## src/rtl/fruit_stream_core_if.sv

```systemverilog
// Request / keystream bundle between the key-IV register file, fruit_stream_core
// and the datapath XOR stage.
// Optional macro FRUIT_XOR_EN adds the din/dout XOR data path to the bundle.
interface fruit_stream_core_if #(
  parameter int OUT_W = 8,
  parameter int IV_W  = 70
);
  logic             start;
  logic [0:79]      key;
  logic [0:IV_W-1]  iv;
  logic             busy;
  logic             ready;
  logic [OUT_W-1:0] ks_data;
  logic             ks_valid;
  logic             ks_ready;
`ifdef FRUIT_XOR_EN
  logic [OUT_W-1:0] din;
  logic [OUT_W-1:0] dout;

  modport master (
    output start, key, iv, ks_ready, din,
    input  busy, ready, ks_data, ks_valid, dout
  );

  modport slave (
    input  start, key, iv, ks_ready, din,
    output busy, ready, ks_data, ks_valid, dout
  );
`else
  modport master (
    output start, key, iv, ks_ready,
    input  busy, ready, ks_data, ks_valid
  );

  modport slave (
    input  start, key, iv, ks_ready,
    output busy, ready, ks_data, ks_valid
  );
`endif
endinterface

```

## src/rtl/fruit_stream_core.sv

```systemverilog
// Fruit-80 keystream generator with start/busy handshake, configurable
// initialisation length and OUT_W-bit word packing behind valid/ready.
// Optional macro FRUIT_XOR_EN: adds din/dout, dout = din ^ ks_data while ks_valid.
module fruit_stream_core #(
  parameter int OUT_W       = 8,
  parameter int IV_W        = 70,
  parameter int INIT_ROUNDS = 130
) (
  input  logic               clk,
  input  logic               rst,
  fruit_stream_core_if.slave bus
);

  localparam int RW = $clog2(INIT_ROUNDS + 1);
  localparam int BW = $clog2(OUT_W + 1);

  localparam logic [RW-1:0] LAST_RND = RW'(INIT_ROUNDS - 1);
  localparam logic [RW-1:0] IV_RNDS  = RW'(80);
  localparam logic [BW-1:0] FULL     = BW'(OUT_W);

  localparam logic [1:0] S_IDLE = 2'd0;
  localparam logic [1:0] S_LOAD = 2'd1;
  localparam logic [1:0] S_INIT = 2'd2;
  localparam logic [1:0] S_KS   = 2'd3;

  logic [1:0]       state;
  logic [0:36]      n;
  logic [0:42]      l;
  logic [0:6]       c;
  logic [0:79]      kreg;
  logic [0:79]      ivreg;
  logic [RW-1:0]    rnd;
  logic [BW-1:0]    bcnt;
  logic [OUT_W-1:0] pack;

  logic [6:0] idx_r;
  logic [6:0] idx_p;
  logic [6:0] idx_q;
  logic       kt;
  logic       kt1;
  logic       f;
  logic       g;
  logic       h;
  logic       z;
  logic       iv_bit;
  logic       last_rnd;
  logic       ks_valid;
  logic       accept;
  logic       ks_step;
  logic       rekey;

  // Round-key selectors are slices of the counter, widened to 7-bit key indices.
  always_comb begin
    idx_r = {3'b000, c[0:3]};
    idx_p = {2'b00, c[1:5]} + 7'd16;
    idx_q = {2'b00, c[2:6]} + 7'd48;
  end

  // Fruit-80 round-key bits, feedback functions and keystream output bit.
  always_comb begin
    kt  = (kreg[idx_r] & kreg[idx_p]) ^ kreg[idx_q] ^ kreg[idx_p];
    kt1 = (kreg[idx_r] & kreg[idx_p]) ^ (kreg[idx_p] & kreg[idx_q])
        ^ kreg[idx_r] ^ kreg[idx_q];
    f   = l[0] ^ l[8] ^ l[18] ^ l[23] ^ l[28] ^ l[37];
    g   = kt ^ l[0] ^ c[3] ^ n[0] ^ n[10] ^ n[20]
        ^ (n[12] & n[3]) ^ (n[14] & n[25]) ^ (n[5] & n[23] & n[31])
        ^ (n[8] & n[18] & n[28] & n[30] & n[32] & n[34]);
    h   = (kt1 & (n[36] ^ l[19])) ^ (l[6] & l[15]) ^ (l[1] & l[22])
        ^ (n[35] & l[27]) ^ (n[1] & n[24]) ^ (n[1] & n[33] & l[42]);
    z   = h ^ n[0] ^ n[7] ^ n[19] ^ n[29] ^ n[36] ^ l[38];
  end

  // Handshake decode: a word may be consumed and refilled in the same cycle,
  // and a rekey request in KEYSTREAM suppresses stepping.
  always_comb begin
    iv_bit   = (rnd < IV_RNDS) ? ivreg[rnd[6:0]] : 1'b0;
    last_rnd = (rnd == LAST_RND);
    ks_valid = (bcnt == FULL);
    accept   = ks_valid && bus.ks_ready;
    rekey    = (state == S_KS) && bus.start;
    ks_step  = (state == S_KS) && !bus.start && ((bcnt < FULL) || accept);
  end

  // Control FSM: sample key/IV on start, count init rounds, enter KEYSTREAM.
  always_ff @(posedge clk or negedge rst) begin
    if (!rst) begin
      state <= S_IDLE;
      kreg  <= '0;
      ivreg <= '0;
      rnd   <= '0;
    end else begin
      case (state)
        S_IDLE: begin
          if (bus.start) begin
            kreg  <= bus.key;
            ivreg <= {1'b1, 79'(bus.iv)};
            state <= S_LOAD;
          end
        end
        S_LOAD: begin
          rnd   <= '0;
          state <= S_INIT;
        end
        S_INIT: begin
          rnd <= rnd + RW'(1);
          if (last_rnd) begin
            state <= S_KS;
          end
        end
        default: begin
          if (bus.start) begin
            kreg  <= bus.key;
            ivreg <= {1'b1, 79'(bus.iv)};
            state <= S_LOAD;
          end
        end
      endcase
    end
  end

  // Shift registers and counter: load from key, mix IV during init, then free-run
  // in KEYSTREAM whenever the packer can take another bit.
  always_ff @(posedge clk or negedge rst) begin
    if (!rst) begin
      n <= '0;
      l <= '0;
      c <= '0;
    end else if (state == S_LOAD) begin
      n <= kreg[0:36];
      l <= kreg[37:79];
      c <= '0;
    end else if (state == S_INIT) begin
      n <= {n[1:36], g ^ z ^ iv_bit};
      if (last_rnd) begin
        l <= {1'b1, l[2:42], f ^ z ^ iv_bit};
        c <= {n[0:5], l[0]};
      end else begin
        l <= {l[1:42], f ^ z ^ iv_bit};
        c <= c + 7'd1;
      end
    end else if (ks_step) begin
      n <= {n[1:36], g};
      l <= {l[1:42], f};
      c <= c + 7'd1;
    end
  end

  // Word packer: shift z in at the LSB; an accepted word restarts with the new bit.
  always_ff @(posedge clk or negedge rst) begin
    if (!rst) begin
      pack <= '0;
      bcnt <= '0;
    end else if (rekey) begin
      pack <= '0;
      bcnt <= '0;
    end else if (ks_step) begin
      if (accept) begin
        pack <= OUT_W'(z);
        bcnt <= BW'(1);
      end else begin
        pack <= OUT_W'({pack, z});
        bcnt <= bcnt + BW'(1);
      end
    end
  end

  assign bus.busy     = (state == S_LOAD) || (state == S_INIT);
  assign bus.ready    = (state == S_KS);
  assign bus.ks_data  = pack;
  assign bus.ks_valid = ks_valid;

`ifdef FRUIT_XOR_EN
  assign bus.dout = ks_valid ? (bus.din ^ pack) : '0;
`endif

endmodule
```

## src/flat_wrapper.sv

```systemverilog
// flat-port wrapper written by rule: the top's interface ports become plain ports
module fruit_stream_core_flat 
#(
  parameter int OUT_W       = 8,
  parameter int IV_W        = 70,
  parameter int INIT_ROUNDS = 130
)
  (clk, rst, bus_start, bus_key, bus_iv, bus_ks_ready, bus_busy, bus_ready, bus_ks_data, bus_ks_valid);
  fruit_stream_core_if #(.OUT_W(OUT_W), .IV_W(IV_W)) bus_i ();
  input  logic clk;
  input  logic rst;
  input wire logic [$bits(bus_i.start)-1:0] bus_start;
  input wire logic [$bits(bus_i.key)-1:0] bus_key;
  input wire logic [$bits(bus_i.iv)-1:0] bus_iv;
  input wire logic [$bits(bus_i.ks_ready)-1:0] bus_ks_ready;
  output wire logic [$bits(bus_i.busy)-1:0] bus_busy;
  output wire logic [$bits(bus_i.ready)-1:0] bus_ready;
  output wire logic [$bits(bus_i.ks_data)-1:0] bus_ks_data;
  output wire logic [$bits(bus_i.ks_valid)-1:0] bus_ks_valid;
  assign bus_i.start = bus_start;
  assign bus_i.key = bus_key;
  assign bus_i.iv = bus_iv;
  assign bus_i.ks_ready = bus_ks_ready;
  assign bus_busy = bus_i.busy;
  assign bus_ready = bus_i.ready;
  assign bus_ks_data = bus_i.ks_data;
  assign bus_ks_valid = bus_i.ks_valid;
  fruit_stream_core #(.OUT_W(OUT_W), .IV_W(IV_W), .INIT_ROUNDS(INIT_ROUNDS)) u_core (.clk(clk), .rst(rst), .bus(bus_i));
endmodule
```

## config.mk

```make
export PLATFORM = sky130hd
export DESIGN_NAME = fruit_stream_core_flat
export DESIGN_NICKNAME = d
export VERILOG_FILES = /design/src/rtl/fruit_stream_core_if.sv /design/src/rtl/fruit_stream_core.sv /design/src/flat_wrapper.sv
export SDC_FILE = /design/constraint.sdc
export NUM_CORES = 1
export LEC_CHECK = 0
export ABC_AREA = 1
export CAP_MARGIN = 5
export CORE_MARGIN = 3
export CORE_UTILIZATION = 55
export DETAILED_ROUTE_END_ITERATION = 7
export PLACE_DENSITY = 0.77
export SETUP_SLACK_MARGIN = 0.02
export SLEW_MARGIN = 0
export SYNTH_ARGS = -nofsm -noshare
export SYNTH_HDL_FRONTEND = slang
export SYNTH_SLANG_ARGS = --single-unit
```

## constraint.sdc

```tcl
create_clock -name clk -period 5.9 [get_ports clk]
set_input_delay 0.59 -clock clk [delete_from_list [all_inputs] [get_ports clk]]
set_output_delay 0.59 -clock clk [all_outputs]
set_load 0.02 [all_outputs]
```

==> Word level (Yosys, flattened, before mapping) <==
Index checks and enable logic that the tools add are counted.
{ "totals": {"regBits": 260, "inputBits": 154, "output_inout_bits": 11, "word_cells": 132} }
{ "classes": {"add_sub_neg": 5, "magnitude_cmp": 6, "eq_ne": 6, "mux": 34, "n_bitwise": 58, "n_reduce_logical": 14} }
{ "ops": {"columns": ["op", "n"], "rows": [
  ["$mux W43", 4],
  ["$mux W37", 3],
  ["$xor A1 B1 Y1", 35],
  ["$ge A8 B8 Y1 const B", 4],
  ["$bmux W1 S7", 4],
  ["$mux W7", 4],
  ["$mux W8", 3],
  ["$not A7 Y8", 3],
  ["$and A1 B1 Y1", 18],
  ["$pmux W8 S2", 1],
  ["$mux W4", 3],
  ["$mux W1", 9],
  ["$add A8 B1 Y8 const B", 1],
  ["$eq A8 B8 Y1 const B", 1],
  ["$lt A8 B7 Y1 const B", 1],
  ["$not A4 Y8", 1],
  ["$add A5 B6 Y7 const B", 1],
  ["$add A7 B1 Y7 const B", 1],
  ["$add A5 B5 Y6 const B", 1],
  ["$reduce_bool A3 Y1", 2],
  ["$add A4 B1 Y4 const B", 1],
  ["$eq A2 B2 Y1 const B", 2],
  ["$eq A4 B4 Y1 const B", 1],
  ["$logic_and A1 B1 Y1", 4],
  ["11 further kinds", 15]
]} }

==> Longest topological paths before layout <==
Gate-level depths: netlist of run 1.
{ "depth": {"word_depth": 26, "depth_mapped": 20, "ltp_nobuf": 19} }

==> Worst setup path before layout of run 1 <==
Ideal clock, no wire load.
{ "synth_path": {"path_type": "register -> register", "from": "register u_core.bcnt[0]", "to": "register u_core.l[28] (netlist bit)", "setup_time_ns": 0.083, "t_arrival_ns": 2.105, "required_time_ns": 5.817, "slack_ns": 3.712, "stages_incl_launch_ff": 15, "n_path_buf": 2, "period_less_slack_ns": 2.188, "cell_sequence": "dfrtp_1 inv_1 ha_1 nand2_1 nor2_1 nand2_1 a21oi_1 nand2_1 inv_1 nor2_4 inv_2 buf_4 buf_2 o211ai_1 o21ai_0"} }
{ "synth_between": {"elab_chain_len": 5, "word_cells_on_any_way": 6, "cone_classes": "1 x order compare; 1 x eq/ne; 4 x reduce/logical"} }
{ "synth_lines": {"columns": ["element", "line_no", "rtl"], "rows": [
  ["from (decl)", "fruit_stream_core.sv:33", "logic [BW-1:0] bcnt;"],
  ["from (signal assigned)", "fruit_stream_core.sv:162", "bcnt <= bcnt + BW'(1);"],
  ["$eq A4 B4 Y1", "fruit_stream_core.sv:78", "ks_valid = (bcnt == FULL);"],
  ["net bus_ks_valid", "flat_wrapper.sv:19", "output wire logic [$bits(bus_i.ks_valid)-1:0] bus_ks_valid;"],
  ["$logic_and A1 B1 Y1", "fruit_stream_core.sv:79", "accept = ks_valid && bus.ks_ready;"],
  ["$logic_or A1 B1 Y1", "fruit_stream_core.sv:81", "ks_step = (state == S_KS) && !bus.start && ((bcnt < FULL) || accept);"],
  ["$logic_and A1 B1 Y1", "fruit_stream_core.sv:81", null],
  ["$reduce_bool A3 Y1 (no line)", null, null],
  ["to (signal assigned)", "fruit_stream_core.sv:130", "l <= kreg[37:79];"],
  ["to (signal assigned)", "fruit_stream_core.sv:135", "l <= {1'b1, l[2:42], f ^ z ^ iv_bit};"],
  ["to (signal assigned)", "fruit_stream_core.sv:138", "l <= {l[1:42], f ^ z ^ iv_bit};"],
  ["to (decl)", "fruit_stream_core.sv:28", "logic [0:42] l;"]
]} }
The timed path passes the listed nets, and every way through them passes these cells.
A chain may end at the register's enable or synchronous reset.

==> Worst setup path after layout of run 1 <==
{ "layout_path": {"from": "register u_core.bcnt[0]", "to": "register u_core.l[37] (netlist bit)"} }
{ "layout_between": {"elab_chain_len": 5, "word_cells_on_any_way": 6, "cone_classes": "1 x order compare; 1 x eq/ne; 4 x reduce/logical"} }
{ "layout_lines": {"columns": ["element", "line_no"], "rows": [
  ["parallel branches: the longest is 2 deep, another holds $lt A4 B4 Y1", null],
  ["$logic_or A1 B1 Y1 (*)", "fruit_stream_core.sv:81"],
  ["$logic_and A1 B1 Y1 (*)", "fruit_stream_core.sv:81"],
  ["$reduce_bool A3 Y1 (no line) (*)", null]
]} }
Mark *: on every way between the ends.

==> reports/metrics.csv, run 1 <==
stage;metric;value;unit
timing;Slew Limit Fails;0;
clock_network;post-CTS sizing;0;
floorplanning;FP Rows;55;
timing;worst clock skew;0.0164;ns
grt;total track usage;24.2;%
drt;1st-pass router iterations;5;
worst_setup_path;Reg2Reg Depth;13;
drt;routed wl met3;2.07;mm
clock_network;CTS Root Buffer Type;clkbuf_16;
timing;Final Cycle Share;52.6;%
flow_run;maxcap violations;0;
drt;Vias/cell;5.41;
placed_design;placed cells;1939;
drt;via count;10767;
drt;Routed wire per std cell;15.6;um
logic_synthesis;Yosys reg bits;260;
worst_setup_path;most frequent CP cell;nand2_1;
timing;final setup fails;0;
floorplanning;Initial Util;56.4;%
drt;total wire length;31.1;mm
drt;met2 WL;15.4;mm
grt;vias in the first global route;10541;
grt;initial antenna violation count;2;
worst_setup_path;Slowest cell on crit path;inv_4;
drt;post-route ant nets;0;
floorplanning;num ports;165;
grt;largest net degree at the start of global routing;138;
clock_network;total CTS buffers;27;
final_layout;Fillers;1916;
run_status;outcome;finished, final reports clean;
power_and_ir_drop;Pleak;7.59;nW
logic_synthesis;Post-Synthesis Cells;1538;
floorplanning;die height;159;um
worst_setup_path;CP Launch Type;register;
clock_network;CTS tree;built;
placed_design;routability cong.;0.836;
timing;Tmin final;3.10;ns
floorplanning;core area;22800;um2
hold_path;hold crit path type;input pin to async pin;
worst_setup_path;WP data arrival;3.55;ns
drt;drt drc;0;
logic_synthesis;Post-synth EDFFs;0;
grt;first-pass GRT wire length;51.4;mm
drt;Max Used Layer;met5;
timing;Slew @ Worst Pin;1.23;ns
timing;f_max;0.322;GHz
worst_setup_path;WP data required;6.35;ns
floorplanning;die width;159;um
worst_setup_path;Setup CP Type;register to register;
final_layout;multi-input logic area;5340;um2
clock_network;CTS sink cnt;260;
worst_setup_path;Crit path largest cell delay;0.69;ns
power_and_ir_drop;total power divided by cell area;233;nW/um2
logic_synthesis;post-synthesis async set-or-reset flop share;100;%
final_layout;area grow syn2layout;19.8;%
logic_synthesis;Synth warnings;0;
power_and_ir_drop;Worst VDD drop;0.180;mV
final_layout;share of layout cells above drive strength 1;8.84;%
timing;relative slew slack;16.8;%
logic_synthesis;Avg Cell Area, Syn;8.38;um2
logic_synthesis;count of different cell masters after synthesis;38;
logic_synthesis;sequential share of the synthesized area;50.5;%
worst_setup_path;crit path cell chain;inv_1, ha_1, nand2_1, nor2_1, nand2_1, a21oi_1, nand2_1, inv_1, nor2_4, inv_4, buf_4, o211ai_1, o21ai_1;
logic_synthesis;Syn Std Cell Area;12900;um2
worst_setup_path;crit-path max FO;110;
floorplanning;die footprint;25300;um2
logic_synthesis;Mapped Nets;1701;
placed_design;port bufs;164;
clock_network;clk_lat worst skew;0.54;ns
final_layout;NumNets Final;1818;
final_layout;Non-Filler Instances;1989;
final_layout;Reg area;6510;um2
clock_network;hold buffer count at CTS;0;
clock_network;clock tree buffer depth;3;
clock_network;clk slew on worst S/H paths;0.06;ns
drt;Iter 0 DRT Violations;855;
timing;RSZ-0062 raised after global routing;false;
clock_network;H-tree depth;1;
clock_network;Setup Fix Bufs, Post-CTS;0;
drt;WL met1;13.0;mm
placed_design;Detailed Place HPWL;20.7;mm
timing;Setup TNS;0;ns
grt;global route overflow;0;
worst_setup_path;capturing element type of the critical path;register;
timing;Hold Fails Final Rpt;0;
logic_synthesis;Most used DFF post-synth;dfrtp_1;
[layout by cell type (no fill, tap or decap), drive strengths merged, types with 4 or more instances in the layout]
master | synthesis | layout
inv | 156 | 156
clkbuf | 43 | 43
nand4 | 5 | 5
ha | 9 | 9
mux2 | 67 | 67
o21ai | 53 | 53
xor2 | 13 | 13
buf | 42 | 10
nor3b | 5 | 5
nor2 | 183 | 183
a21oi | 101 | 101
xnor2 | 13 | 13
clkinv | 1 | 7
o22ai | 13 | 13
nand2 | 377 | 377
o211ai | 33 | 33
clkdlybuf4s50 | 0 | 163
a31oi | 53 | 53
nor3 | 6 | 6
dfrtp | 260 | 260
nand3 | 96 | 96
or2 | 4 | 4
[worst paths after layout]
kind	from	to	slack (ns)
hold / removal	rst	u_core.kreg[76]	0.14
min in group clk	u_core.ivreg[0]	u_core.ivreg[0]	0.48
setup / recovery	u_core.bcnt[0]	u_core.l[37]	2.80
hold reg to reg	u_core.ivreg[0]	u_core.ivreg[0]	0.48
max in group asynchronous	rst	u_core.l[19]	4.28
setup reg to reg	u_core.bcnt[0]	u_core.l[37]	2.80
[cell type report]
type | count | area share [%]
well taps | 313 | 2.54
inverters | 157 | 3.86
diodes | 1 | 0.0162
clock buffers | 43 | 5.41
multi-input cells | 1036 | 34.6
clock inverters | 6 | 0.219
flip-flops and latches | 260 | 42.1
repair buffers | 173 | 11.2
[metrics by stage]
step | setup slack, ns | power, mW | hold slack, ns | util, % | instance area [um2]
floorplan | 3.71 | 1.84 | 0.294 | - | 12900
global placement | 2.67 | 1.99 | 0.447 | 63.7 | 14600
detailed placement | 2.59 | 1.99 | 0.457 | 63.7 | 14600
CTS | 2.82 | 3.63 | 0.171 | 67.6 | 15400
global route | 2.44 | 3.72 | 0.216 | 67.6 | 15400
finish | 2.80 | 3.60 | 0.142 | 67.6 | 15400
[per-layer routing]
layer	vias up	GRT usage, %
met1	5108	32.0
li1	5215	-
met3	57	4.14
met2	383	41.9
met4	4	5.85
met5	-	0
[cells by family after synthesis]
kind of cell | after synthesis | synth area share [%]
adders and majority gates | 9 | 0.874
and+or+nand+nor | 677 | 21.5
AOI/OAI and AO/OA | 257 | 11.4
buffers and inverters | 242 | 8.09
xor gates and xnor gates | 26 | 1.77
DFF | 260 | 50.5
muxes | 67 | 5.86
[state kept, by name, indices dropped and copies added (netlist names)]
signal              count
u_core.c                7
u_core.state            2
u_core.bus.ks_data      8
u_core.ivreg           71
u_core.l               43
u_core.n               37
u_core.kreg            80
u_core.rnd              8
u_core.bcnt             4
[report_power, final]
part           internal (mW)  switching (mW)  total (mW)
combinational         0.0991          0.0610       0.160
sequential              1.79         0.00302        1.79
clock                  0.965           0.683        1.65
[critical path: cells and delay by family, from the launching register on]
| kind | cells | cell delay (ns) |
|---|---|---|
| buffers and inverters | 4 | 1.52 |
| and+or+nand+nor | 5 | 0.46 |
| DFF | 1 | 0.42 |
| AOI/OAI and AO/OA | 3 | 0.42 |
| adders and majority gates | 1 | 0.14 |
[synth_stat cells, drive strengths merged, types with 4 or more instances]
cell | instances | share of area [%]
a21oi | 101 | 3.9
a31oi | 53 | 2.6
buf | 42 | 2.2
clkbuf | 43 | 1.3
dfrtp | 260 | 51
ha | 9 | 0.87
inv | 156 | 4.6
mux2 | 67 | 5.9
nand2 | 377 | 11
nand3 | 96 | 3.9
nand4 | 5 | 0.24
nor2 | 183 | 5.4
nor3 | 6 | 0.23
nor3b | 5 | 0.29
o211ai | 33 | 1.9
o21ai | 53 | 2.1
o22ai | 13 | 0.63
or2 | 4 | 0.19
xnor2 | 13 | 0.88
xor2 | 13 | 0.88
(Power assumes the default switching activity.)
==> run 2: changes to the inputs <==
==> constraint.sdc (replaced) <==
create_clock -name clk -period 2.96 [get_ports clk]
set_input_delay 0.296 -clock clk [delete_from_list [all_inputs] [get_ports clk]]
set_output_delay 0.296 -clock clk [all_outputs]
set_load 0.02 [all_outputs]
==> run 2 against run 1 <==
  * Core utilization grew 1.1 points
  * Global-route usage grew 1.5 points
  * Non-clock buffer count is 18 higher
  * Clock skew up 0.0027 ns
  * Sequential share of layout area is 0.64 points lower
  * Hold slack improved by 0.19 ns
  * Routed wire length up 5.0%
==> reports/metrics.csv, run 2 (synthesis gave the netlist of run 1 again) <==
stage;metric;value;unit;change
drt;post-route ant nets;0;;unchanged
clock_network;clk_lat worst skew;0.54;ns;about the same
hold_path;hold crit path type;input pin to register;;was input pin to async pin
timing;RSZ-0062 raised after global routing;false;;unchanged
flow_run;maxcap violations;0;;unchanged
final_layout;Fillers;1883;;was 1916
drt;1st-pass router iterations;6;;was 5
grt;first-pass GRT wire length;54.6;mm;was 51.4 mm
worst_setup_path;WP data arrival;2.37;ns;was 3.55 ns
final_layout;Most flops, register;u_core.kreg;;unchanged
final_layout;post-route cell area;15700;um2;was 15400 um2
timing;relative slew slack;52.3;%;was 16.8%
grt;initial antenna violation count;1;;was 2
grt;global route overflow;0;;unchanged
power_and_ir_drop;logic gate share of total power;4.5;%;was 4.4%
power_and_ir_drop;Worst VDD drop;0.346;mV;was 0.180 mV
worst_setup_path;CP Launch Type;register;;unchanged
timing;f_max;0.375;GHz;
drt;via count;10956;;was 10.8k
drt;Iter 0 DRT Violations;983;;was 855
power_and_ir_drop;Pint;5.77;mW;was 2.85 mW
timing;worst clock skew;0.0190;ns;was 0.0164 ns
clock_network;clock tree buffer depth;3;;unchanged
power_and_ir_drop;Pleak;7.71;nW;was 7.59 nW
power_and_ir_drop;Seq pwr share;48.9;%;was 49.8%
grt;vias in the first global route;10957;;was 10.5k
final_layout;commonest non-fill, non-tap cells in the layout;nand2_1 (366), dfrtp_1 (259), nor2_1 (180);;was nand2_1 (366), dfrtp_1 (260), nor2_1 (180)
power_and_ir_drop;Sw Pwr;1.53;mW;was 0.747 mW
timing;Final Cycle Share;90.1;%;
floorplanning;die width;159;um;unchanged
clock_network;total CTS buffers;28;;was 27
drt;Vias/cell;5.46;;was 5.41
grt;largest net degree at the start of global routing;89;;was 138
placed_design;Detailed Place HPWL;22.2;mm;was 20.7 mm
final_layout;largest registers;u_core.kreg (80), u_core.ivreg (71), u_core.l (43);;unchanged
hold_path;worst hold start;bus_iv[67];;
worst_setup_path;capturing element type of the critical path;primary output;;was register
power_and_ir_drop;Sw Share;20.9;%;was 20.8%
timing;Setup TNS;0;ns;unchanged
final_layout;most common cell after layout, fill and taps aside;nand2_1;;unchanged
clock_network;clk slew on worst S/H paths;0.06;ns;about the same
floorplanning;die footprint;25300;um2;unchanged
worst_setup_path;Crit path largest cell delay;0.67;ns;was 0.69 ns
worst_setup_path;WP data required;2.66;ns;was 6.35 ns
floorplanning;num ports;165;;unchanged
drt;total wire length;32.7;mm;was 31.1 mm
power_and_ir_drop;total power divided by cell area;465;nW/um2;was 233 nW/um2
timing;final setup fails;0;;unchanged
placed_design;routability cong.;0.904;;was 0.836
floorplanning;FP Rows;55;;unchanged
final_layout;share of layout cells above drive strength 1;9.75;%;was 8.84%
hold_path;Hold EP;u_core.ivreg[12];;
final_layout;Non-Filler Instances;2007;;was 1989
hold_path;hold path depth;3;;
drt;Routed wire per std cell;16.3;um;was 15.6 um
clock_network;H-tree depth;1;;unchanged
worst_setup_path;reg-to-reg slack, setup;0.32;ns;was 2.80 ns
clock_network;CTS sink cnt;260;;unchanged
placed_design;port bufs;164;;unchanged
final_layout;number of flip-flops in the largest register;80;;unchanged
timing;Tmin final;2.67;ns;
power_and_ir_drop;Clock Power Share;46.5;%;was 45.8%
worst_setup_path;R2R Path End;u_core.n[36];;was u_core.l[37]
timing;Hold Fails Final Rpt;0;;unchanged
worst_setup_path;crit-path max FO;8;;was 110
worst_setup_path;Reg2Reg Depth;16;;was 13
final_layout;area grow syn2layout;21.7;%;was 19.8%
placed_design;placed cells;1956;;was 1939
final_layout;NumNets Final;1837;;was 1818
placed_design;Placed Instance Area;14800;um2;was 14600 um2
floorplanning;die height;159;um;unchanged
timing;hold slack;0.336;ns;was 0.142 ns
clock_network;CTS Root Buffer Type;clkbuf_16;;unchanged
final_layout;core occupancy in the finished layout;68.6;%;was 67.6%
timing;Slew Limit Fails;0;;unchanged
grt;total track usage;25.7;%;was 24.2%
worst_setup_path;Setup CP Type;register to primary output;;was register to register
worst_setup_path;Slowest cell on crit path;clkdlybuf4s50_1;;was inv_4
drt;drt drc;0;;unchanged
worst_setup_path;crit path cell chain;inv_1, ha_1, clkinv_1, clkdlybuf4s50_1;;was inv_1, ha_1, nand2_1, nor2_1, nand2_1, a21oi_1, nand2_1, inv_1, nor2_4, inv_4, buf_4, o211ai_1, o21ai_1
timing;Slew @ Worst Pin;0.716;ns;was 1.23 ns
clock_network;CTS tree;built;;unchanged
floorplanning;core area;22800;um2;unchanged
floorplanning;Initial Util;56.4;%;unchanged
clock_network;Setup Fix Bufs, Post-CTS;0;;unchanged
run_status;outcome;finished, final reports clean;;unchanged
worst_setup_path;reg2reg start;u_core.c[5];;was u_core.bcnt[0]
run 2: cell count changes in the layout (fill, tap and decap cells not counted), sizes merged:
cell / previous run / this run
inv: 156 / 157
clkinv: 7 / 4
diode: 1 / 2
buf: 10 / 27
dlygate4sd3: 0 / 1
clkbuf: 43 / 44
run 2: critical path, delay by kind of cell (launching register included):
kind                       cells  cell delay [ns]
adders and majority gates      1             0.39
buffers and inverters          3             1.03
DFF                            1             0.42
run 2: how the worst max path moves through the flow:
stage	start	end	depth (start not counted)
6_report	u_core.state[0]	bus_busy	4
5_1_grt	u_core.c[5]	u_core.l[42]	18
4_1_cts	u_core.c[3]	u_core.n[36]	17
3_5_place_dp	u_core.c[3]	u_core.n[36]	17
3_3_place_gp	u_core.c[3]	u_core.n[36]	17
2_1_floorplan	u_core.bcnt[0]	u_core.l[2]	14
run 2: power by group through the flow:
| stage | Combinational, mW | Clock (mW) | Sequential [mW] |
|---|---|---|---|
| floorplan | 0.0163 | 0 | 3.64 |
| global route | 0.361 | 3.58 | 3.57 |
| detailed placement | 0.335 | 0 | 3.63 |
| global placement | 0.332 | 0 | 3.63 |
| finish | 0.332 | 3.40 | 3.57 |
| CTS | 0.339 | 3.45 | 3.57 |
run 2: timing repair:
action / 4_1_cts / 5_1_grt
endpoints found under the hold margin: 83 / 0
hold buffers: 1 / 0
resized for setup: 0 / 1
setup endpoints to repair: 0 / 2
run 2: layer usage:
metal / vias up / global-route usage (%) / part of all wire, % / wire, um
met2: 357 / 44.1 / 49 / 16000
met5: - / 0 / 0.040 / 13
met4: 2 / 7.16 / 2.8 / 916
li1: 5264 / - / - / -
met1: 5258 / 34.1 / 42 / 13700
met3: 75 / 4.34 / 6.1 / 2000
run 2: area by class of cell:
class                           instances  area, um2  area share, %
Inverter                              157        594           3.79
Tap cell                              313        392           2.50
Multi-Input combinational cell       1036       5340           34.1
Sequential cell                       260       6510           41.5
Clock buffer                           44        872           5.56
Antenna cell                            2       5.00         0.0319
Clock inverter                          4       23.8          0.152
Timing Repair Buffer                  191       1940           12.4
run 2: stage by stage:
step | power (mW) | worst slack, ns
final | 7.30 | 0.292
after floorplan | 3.66 | 0.772
after global routing | 7.51 | 0.0925
after global placement | 3.97 | 0.300
after detailed placement | 3.97 | 0.257
after CTS | 7.36 | 0.229
==> patch: new RTL, flow settings as in run 2 <==
`OUT_W` is set to 8 in 3 places; all go to 4.
--- a/src/rtl/fruit_stream_core_if.sv
+++ b/src/rtl/fruit_stream_core_if.sv
@@ -2,7 +2,7 @@
 // and the datapath XOR stage.
 // Optional macro FRUIT_XOR_EN adds the din/dout XOR data path to the bundle.
 interface fruit_stream_core_if #(
-  parameter int OUT_W = 8,
+  parameter int OUT_W = 4,
   parameter int IV_W  = 70
 );
   logic             start;
--- a/src/rtl/fruit_stream_core.sv
+++ b/src/rtl/fruit_stream_core.sv
@@ -2,7 +2,7 @@
 // initialisation length and OUT_W-bit word packing behind valid/ready.
 // Optional macro FRUIT_XOR_EN: adds din/dout, dout = din ^ ks_data while ks_valid.
 module fruit_stream_core #(
-  parameter int OUT_W       = 8,
+  parameter int OUT_W       = 4,
   parameter int IV_W        = 70,
   parameter int INIT_ROUNDS = 130
 ) (
--- a/src/flat_wrapper.sv
+++ b/src/flat_wrapper.sv
@@ -1,7 +1,7 @@
 // flat-port wrapper written by rule: the top's interface ports become plain ports
 module fruit_stream_core_flat 
 #(
-  parameter int OUT_W       = 8,
+  parameter int OUT_W       = 4,
   parameter int IV_W        = 70,
   parameter int INIT_ROUNDS = 130
 )
Ports: changed (resized bus_ks_data); port bits go from 165 to 161. The function was not compared with the original's and may differ.
==> patch against run 2 <==
Setup slack better by 0.053 ns. Synthesized area fell by 2.6%. Largest power group unchanged. Design area shrank 2.6%. Hold slack lost 0.0032 ns. Wire length is 3.9% lower. Sequential cell count decreased by 5. Total power is 2.9% lower.
==> patch: results (changes against run 2) <==
fraction of layout cells with a size suffix above 1 -> 8.54% (-1.2 points)
CP Max Fanout -> 6 (-2)
post-synthesis xor/xnor area fraction -> 1.74% (-0.023 points)
routing usage on met1 -> 34.2% (+0.15 points)
Inst Count DP -> 1910 (-2.4%)
Layout fillers -> 1750 (-7.1%)
Multi-Input Combinational -> 1027 (-0.87%)
Reg2Reg Depth -> 17 (+1)
final WL -> 31400 um (-3.9%)
status -> complete, no violations
Synth Area in Adders -> 0.897% (+0.023 points)
total CTS buffers -> 27 (-3.6%)
Seq area share -> 41.8% (+0.28 points)
initial antenna violation count -> 0 (-1)
Final nets -> 1823 (-0.76%)
Avg Cell Area, Syn -> 8.22 sq um (-1.9%)
Worst Clk Skew -> 0.0115 ns (-0.00749 ns)
Data arrival, critical path -> 2.32 ns (-0.05 ns)
synth top area cells -> dfrtp_1, nand2_1, nor2_1, mux2_2, a21oi_1
clk tree area frac -> 5.57% (-0.14 points)
Antenna Cells -> 0 (-2)
routed len/inst -> 16.0 um (-1.4%)
sequential cell count -> 255 (-1.9%)
PortBufs -> 160 (-2.4%)
met3 wire len -> 1980 um (-0.65%)
post-synthesis mux area share -> 4.92% (-0.93 points)
wire length of the first global-routing pass -> 51300 um (-6.0%)
largest net degree at the start of global routing -> 112 (+26%)
Multi-input gate area -> 0.00515 sq mm (-3.6%)
WHS Endpoint -> u_core.ivreg[63]$_DFFE_PN0P_
total number of vias -> 10800 (-1.3%)
Placed Area -> 0.0144 sq mm (-2.4%)
Synth Area in Compound Gates -> 11.6% (+0.24 points)
Worst VDD drop -> 386 uV (+12%)
reg2reg setup slack -> 0.42 ns (+0.10 ns)
## patch: what timing repair did
action | CTS | global route
endpoints found under the setup margin | 0 | 0
hold buffers | 1 | 0
endpoints found under the hold margin | 90 | 0
## patch: worst max path at each step
stage,from,end,cells past startpoint
final,u_core.state[0]$_DFFE_PN0P_,bus_busy,4
after global routing,u_core.c[5]$_DFFE_PN0P_,u_core.l[42]$_DFFE_PN0P_,17
after CTS,u_core.state[0]$_DFFE_PN0P_,bus_busy,4
after detailed placement,u_core.c[5]$_DFFE_PN0P_,u_core.n[36]$_DFFE_PN0P_,17
after global placement,u_core.c[5]$_DFFE_PN0P_,u_core.n[36]$_DFFE_PN0P_,17
after floorplan,u_core.bcnt[0]$_DFFE_PN0P_,u_core.l[11]$_DFFE_PN0P_,14
## patch: power by group
group          internal (mW)  total (mW)  switching, mW
registers               3.49        3.49        0.00304
logic                  0.195       0.304          0.109
clock network           1.96        3.29           1.33
total                   5.64        7.08           1.44
